[config.mk]
export PLATFORM = sky130hd
export DESIGN_NAME = seq_detect_ctrl
export DESIGN_NICKNAME = d
export VERILOG_FILES = /design/src/rtl/seq_detect_ctrl.sv
export SDC_FILE = /design/constraint.sdc
export NUM_CORES = 1
export LEC_CHECK = 0
export ABC_AREA = 1
export BUFFER_PORTS_ARGS = -buffer_cell sky130_fd_sc_hd__buf_2
export CAP_MARGIN = 30
export CORE_UTILIZATION = 58
export CTS_CLUSTER_SIZE = 8
export DETAILED_ROUTE_END_ITERATION = 10
export PLACE_DENSITY_LB_ADDON = 0.05
export SLEW_MARGIN = 20
export SYNTH_ARGS = -nofsm -noshare
export SYNTH_HDL_FRONTEND = slang
export SYNTH_SLANG_ARGS = --single-unit
export TNS_END_PERCENT = 10
[constraint.sdc]
create_clock -name cp -period 6.05 [get_ports cp]
set_input_delay 1.21 -clock cp [delete_from_list [all_inputs] [get_ports cp]]
set_output_delay 1.21 -clock cp [all_outputs]
set_load 0.01 [all_outputs]
[src/rtl/seq_detect_ctrl.sv]
// seq_detect_ctrl: programmable serial-pattern detection controller.
// The host loads a PAT_W-bit pattern and a match quota while idle, then arms
// with start. In RUN the controller scans a qualified serial bit stream, flags
// every (overlapping) match on y in the cycle the last bit arrives, and counts
// matches. Reaching a non-zero quota produces a one-cycle DONE before the
// controller returns to IDLE.
//
// Ports:
//   cp          rising-edge clock
//   reset       asynchronous active-high reset
//   cfg_valid   load cfg_pat / cfg_target (IDLE only)
//   cfg_pat     target pattern, MSB is the first bit received
//   cfg_target  matches required before DONE, 0 = run until stop
//   start       IDLE -> RUN request
//   stop        abort RUN -> IDLE, overrides any match that cycle
//   x, x_valid  serial data bit and its qualifier
//   y           Mealy match flag (combinational)
//   match_cnt   saturating match count for the current/last run
//   busy        registered, high while in RUN
//   done        registered, high for the single DONE cycle
//   state       IDLE=0, RUN=1, DONE=2
module seq_detect_ctrl #(
  parameter int unsigned PAT_W = 4,
  parameter int unsigned CNT_W = 8
) (
  input  logic             cp,
  input  logic             reset,
  input  logic             cfg_valid,
  input  logic [PAT_W-1:0] cfg_pat,
  input  logic [CNT_W-1:0] cfg_target,
  input  logic             start,
  input  logic             stop,
  input  logic             x,
  input  logic             x_valid,
  output logic             y,
  output logic [CNT_W-1:0] match_cnt,
  output logic             busy,
  output logic             done,
  output logic [1:0]       state
);

  localparam int unsigned FILL_W = (PAT_W > 2) ? $clog2(PAT_W) : 1;
  localparam logic [FILL_W-1:0] FILL_MAX = FILL_W'(PAT_W - 1);

  typedef enum logic [1:0] {
    IDLE = 2'd0,
    RUN  = 2'd1,
    DONE = 2'd2
  } state_t;

  state_t             state_q;
  logic [PAT_W-1:0]   pat;
  logic [CNT_W-1:0]   target;
  logic [PAT_W-2:0]   hist;
  logic [FILL_W-1:0]  fill;

  // Candidate window: previously accepted bits followed by the current bit.
  logic [PAT_W-1:0]   window;
  logic               quota_hit;

  assign window = {hist, x};

  // Mealy match: only once the history holds PAT_W-1 real bits, and stop wins.
  assign y = (state_q == RUN) & x_valid & ~stop & (fill == FILL_MAX) & (window == pat);

  // Compare one bit wider so a saturated counter still meets the quota.
  assign quota_hit = (target != '0) &&
                     (({1'b0, match_cnt} + (CNT_W+1)'(1)) >= {1'b0, target});

  assign state = state_q;

  // Controller state, configuration, detector history and counters.
  always_ff @(posedge cp or posedge reset) begin
    if (reset) begin
      state_q   <= IDLE;
      pat       <= '0;
      target    <= '0;
      hist      <= '0;
      fill      <= '0;
      match_cnt <= '0;
      busy      <= 1'b0;
      done      <= 1'b0;
    end else begin
      case (state_q)
        IDLE: begin
          done <= 1'b0;
          if (cfg_valid) begin
            pat    <= cfg_pat;
            target <= cfg_target;
          end
          if (start) begin
            state_q   <= RUN;
            busy      <= 1'b1;
            match_cnt <= '0;
            hist      <= '0;
            fill      <= '0;
          end
        end

        RUN: begin
          if (stop) begin
            state_q <= IDLE;
            busy    <= 1'b0;
          end else begin
            if (x_valid) begin
              hist <= window[PAT_W-2:0];
              if (fill != FILL_MAX) fill <= fill + FILL_W'(1);
            end
            if (y) begin
              if (match_cnt != '1) match_cnt <= match_cnt + CNT_W'(1);
              if (quota_hit) begin
                state_q <= DONE;
                busy    <= 1'b0;
                done    <= 1'b1;
              end
            end
          end
        end

        DONE: begin
          state_q <= IDLE;
          done    <= 1'b0;
        end

        default: begin
          state_q <= IDLE;
          busy    <= 1'b0;
          done    <= 1'b0;
        end
      endcase
    end
  end

endmodule

## After elaboration in Yosys (flattened, before gate mapping)

Cells that the tools add are included.

| storage, ports and cells | value |
|---|---|
| logic and storage cells | 72 |
| output and inout port bits | 13 |
| input port bits | 19 |
| register bits | 29 |

| cells by class | value |
|---|---|
| reductions and logical operators | 11 |
| bitwise operators | 6 |
| $add $sub $neg | 3 |
| order comparisons | 1 |
| mux-type cells | 28 |
| equality and inequality tests | 15 |

Operators with widths:

| kind | count |
|---|---|
| $mux 8 | 4 |
| $mux 2 | 8 |
| $pmux 8 s2 | 1 |
| $ne 2x2->1 const B | 6 |
| $reduce_and 5->1 | 2 |
| $add 8x1->9 const B | 1 |
| $ge 9x8->1 | 1 |
| $mux 3 | 3 |
| $add 8x1->8 const B | 1 |
| $mux 1 | 8 |
| $ne 8x8->1 const B | 1 |
| $pmux 2 s2 | 2 |
| $reduce_and 4->1 | 2 |
| $reduce_bool 8->1 | 1 |
| $ne 3x3->1 const B | 2 |
| $pmux 3 s2 | 1 |
| $reduce_and 3->1 | 2 |
| $and 1x1->1 | 4 |
| $eq 2x2->1 const B | 2 |
| $eq 4x4->1 | 1 |
| $ne 2x1->1 const B | 2 |
| $pmux 1 s3 | 1 |
| $add 2x1->2 const B | 1 |
| $eq 2x1->1 const B | 1 |
| 5 further kinds | 6 |

## Longest topological paths before layout

| logic depth | value |
|---|---|
| depth after elaboration | 8 |
| gate-level depth with buffers | 19 |
| mapped depth without buffers | 19 |

## Worst setup path after synthesis

Ideal clock, no wire load.

| timing path | value |
|---|---|
| path type | input port to output port |
| start point | input port stop |
| end point | output port y |
| data required time | 4840 ps |
| arrival time | 1798 ps |
| stages on the path | 6 |
| slack | 3042 ps |
| buffers on the path | 0 |
| cell sequence | inv_2 > nand2_1 > o21bai_1 > nor2_1 > nand2_4 > nor2_8 |

| between the ends | value |
|---|---|
| word-level cells in the longest chain between the ends | 4 |

Ends and longest elaborated chain:

| element | line | RTL |
|---|---|---|
| start, declared | 32 | `input logic stop,` |
| $not 1->1 | 64 | `assign y = (state_q == RUN) & x_valid & ~stop & (fill == FILL_MAX) & (window == pat);` |
| $and 1x1->1 (3 in a row) | 64 |  |
| end, declared | 35 | `output logic y,` |

Every way passes these cells.

## Worst setup path in the final report

Ends and elaborated chain as after synthesis.

==> impl_metrics.py <==
metrics = {
    "sta": {
        "timing.fmax_ghz": 0.300,
        "maxSlewViolCount": 0,
        "slew_headroom_pct": 56.4,
        "rsz0062_at_grt": "no",
        "tns_ps": 0,
        "setup_viol_count_final": 0,
        "fin_crit_sh_pct": 55.1,
        "finalHoldViolCount": 0,
        "fin_ws_ps": 2720,
        "finalCriticalPeriod_ps": 3330,
        "fin_skew_ps": 17.7,
        "max_slew.worst_pin.slew_ps": 652,
    },
    "route": {
        "wl_met1_um": 1340,
        "route.detailed.drc": 0,
        "drt-vias-per-instance": 5.41,
        "vias": 1375,
        "firstDrtPassIters": 5,
        "drt_wl_total_um": 3380,
        "wl_met2_um": 1840,
        "drt_iter0_markers": 27,
        "top_layer_used": "met4",
        "antenna_left": 0,
        "post_drt_wl_per_cell_um": 13.3,
        "wl_met3_um": 151,
    },
    "outcome": {
        "status": "complete, no violations",
    },
    "clock_tree": {
        "ctsHoldBuffers": 0,
        "clock_path_buffers": 2,
        "cts_buffers": 5,
        "clock_sinks": 29,
        "cts_tree": "built",
        "path_clk_slew_ps": 90,
        "ctsResizeCount": 0,
        "clock_latency_ps": 350,
        "clockRootBuffer": "clkbuf_4",
        "cts_setup_buffers": 0,
        "htreeDepth": 2,
    },
    "worst_setup_path": {
        "rrSetupSlack_ps": 3700,
        "end_kind": "output port",
        "r2r-start": "match_cnt[0]$_DFFE_PP0P_",
        "cp_slowest_cell": "nor2_1",
        "critPathMaxStageDelay_ps": 170,
        "worst_r2r_path_depth": 12,
        "crit_start": "stop",
        "cp_max_fo": 7,
        "critPathLaunchType": "primary input",
        "crit_chain": "buf_2 -> inv_2 -> nand2_1 -> o21bai_1 -> nor2_1 -> nand2_4 -> nor2_8 -> buf_2",
        "worstSetupPathType": "in2out",
        "timing.rr.end": "done$_DFFE_PP0P_",
        "cpMostUsedCell": "buf_2",
        "crit_end": "y",
        "worstPathRequired_ps": 4840,
        "worstPathArrival_ps": 2120,
    },
    "cells_and_area": {
        "syn_to_final_growth_pct": 17.3,
        "final_cells": 254,
        "drive_gt1_share_pct": 24.1,
        "layout_common_cells": "nand2_1 (37), buf_2 (31), dfrtp_1 (29)",
        "fillerInstances": 206,
        "num_antenna_cells": 0,
        "design_area_um2": 1870,
        "final_nets": 252,
        "final_common_cell": "nand2_1",
    },
    "pwr": {
        "peakVddDrop_mv": 0.283,
        "power_switching_w": 0.000268,
        "p_seq_share_pct": 44.3,
        "p_comb_share_pct": 36.0,
        "power_frac_clock_pct": 19.7,
        "p_leak_nw": 1.08,
        "powerDensity_nw_per_um2": 356,
        "p_int_w": 0.000399,
        "p_total_w": 0.000667,
        "p_sw_share_pct": 40.1,
    },
    "logic_synthesis": {
        "ys_ff_latch": 29,
        "synth_cells": 186,
        "post_synth_xor_area_fraction_pct": 2.19,
        "yosysSeqAreaShare_pct": 45.4,
        "syn_area_um2": 1600,
        "synth_top_area_share_pct": 45.4,
        "syn-num-nets": 215,
        "synth_top_family_by_area": "simple AND/OR/NAND/NOR gates",
        "synth_area_per_cell_um2": 8.59,
        "synthSimpleGateAreaFrac_pct": 20.9,
        "synth.distinct_cells": 28,
        "synthTopCellsByArea": "dfrtp_1 (45%), nand2_1 (8.7%), ha_1 (7.8%), inv_1 (6.6%), nor2_1 (3.8%)",
        "synthMuxAreaShare_pct": 2.11,
        "synth_warnings": 0,
        "synth_fa_ha_area_share_pct": 7.83,
        "synth-compound-area-share_pct": 13.2,
        "yosysTopAreaCell": "dfrtp_1",
    },
    "placement": {
        "routabilityCongestion": 0.813,
        "place_ws_ps": 2720,
        "dp_hpwl_um": 2690,
        "post_dp_cell_area_um2": 1810,
        "io_buffers": 31,
        "numPlacedInstances": 246,
    },
    "floorplanning": {
        "die_w_um": 54.5,
        "core_um2": 2540,
        "die_area_um2": 2970,
        "num_rows": 18,
        "ios": 32,
        "initial_core_util_pct": 62.8,
        "dieHeight_um": 54.5,
    },
    "global_routing": {
        "grt_pass1_wl_um": 5700,
        "grt_max_degree": 22,
        "antenna_found_initial": 0,
        "grt_pass1_vias": 1396,
        "grt_use_total_pct": 28.3,
        "grt-ovfl-total": 0,
    },
    "flow_run": {
        "max_cap_viol_count": 0,
    },
    "hold_path": {
        "hp-class": "reg2reg",
        "worstHoldPathCells": 2,
    },
}
-- critical path: cells and delay by family --
| family | cells | cell delay, ps |
|---|---|---|
| AND/OR/NAND/NOR | 4 | 450 |
| AO/OA/AOI/OAI | 1 | 150 |
| buffers and inverters | 3 | 320 |
-- sequential cells by signal, indices dropped and copies added, names as in the netlist --
| register | flops |
|---|---|
| fill | 2 |
| target | 8 |
| match_cnt | 8 |
| busy | 1 |
| hist | 3 |
| done | 1 |
| state | 2 |
| pat | 4 |
-- cell families (layout without fill, tap and decap cells) --
group	after synthesis	in the layout
buffers and inverters	34	72
flip-flops	29	29
adder cells (fa/ha/maj)	10	10
AND/OR/NAND/NOR	71	71
multiplexers	3	3
AO/OA/AOI/OAI	35	35
XOR/XNOR	4	4
-- power by group through the flow --
stage / Sequential (W) / Clock (W) / Combinational (W)
finish: 0.000295 / 0.000131 / 0.000240
global route: 0.000302 / 0.000140 / 0.000275
CTS: 0.000295 / 0.000132 / 0.000241
detailed placement: 0.000299 / 0 / 0.000240
global placement: 0.000295 / 0 / 0.000222
floorplan: 0.000290 / 0 / 0.000181
-- metal layers --
metal	global-route usage, %	vias to the layer above
li1	-	680
met1	26.8	641
met2	56.9	47
met3	6.11	7
met4	11.5	0
met5	0	-
-- how the worst min path moves through the flow --
stage	startpoint	to	slack [ps]
3_5_place_dp	busy$_DFFE_PP0P_	busy$_DFFE_PP0P_	470
3_3_place_gp	busy$_DFFE_PP0P_	busy$_DFFE_PP0P_	450
6_report	busy$_DFFE_PP0P_	busy$_DFFE_PP0P_	490
4_1_cts	busy$_DFFE_PP0P_	busy$_DFFE_PP0P_	500
2_1_floorplan	hist[2]$_DFFE_PP0P_	hist[2]$_DFFE_PP0P_	450
5_1_grt	hist[2]$_DFFE_PP0P_	hist[2]$_DFFE_PP0P_	540
-- synthesized netlist by cell type (all sizes together) --
cell / count
nor2: 19
ha: 10
inv: 32
o22ai: 4
dfrtp: 29
a21oi: 11
buf: 1
nand4: 1
xor2: 4
a22o: 1
nand3: 9
o21a: 2
a31oi: 1
o21bai: 1
clkbuf: 1
nor4: 2
o21ai: 10
o221ai: 1
o31ai: 4
mux2: 3
nand2: 40
-- stage by stage --
stage,hold slack [ps],utilization (%)
2_1_floorplan,452,-
3_3_place_gp,453,70.0
3_5_place_dp,473,71.1
4_1_cts,497,73.6
5_1_grt,543,73.6
6_report,491,73.6
-- area by class of cell --
| cell class | count | area (um2) | share of cell area, % |
|---|---|---|---|
| clock inverter | 2 | 13.8 | 0.734 |
| timing repair buffer | 32 | 183 | 9.75 |
| inverter | 32 | 125 | 6.68 |
| multi-input combinational | 123 | 738 | 39.4 |
| sequential | 29 | 726 | 38.7 |
| tap | 30 | 37.5 | 2.00 |
| clock buffer | 6 | 51.3 | 2.74 |
Note: power is estimated with default switching activity, not from simulation.
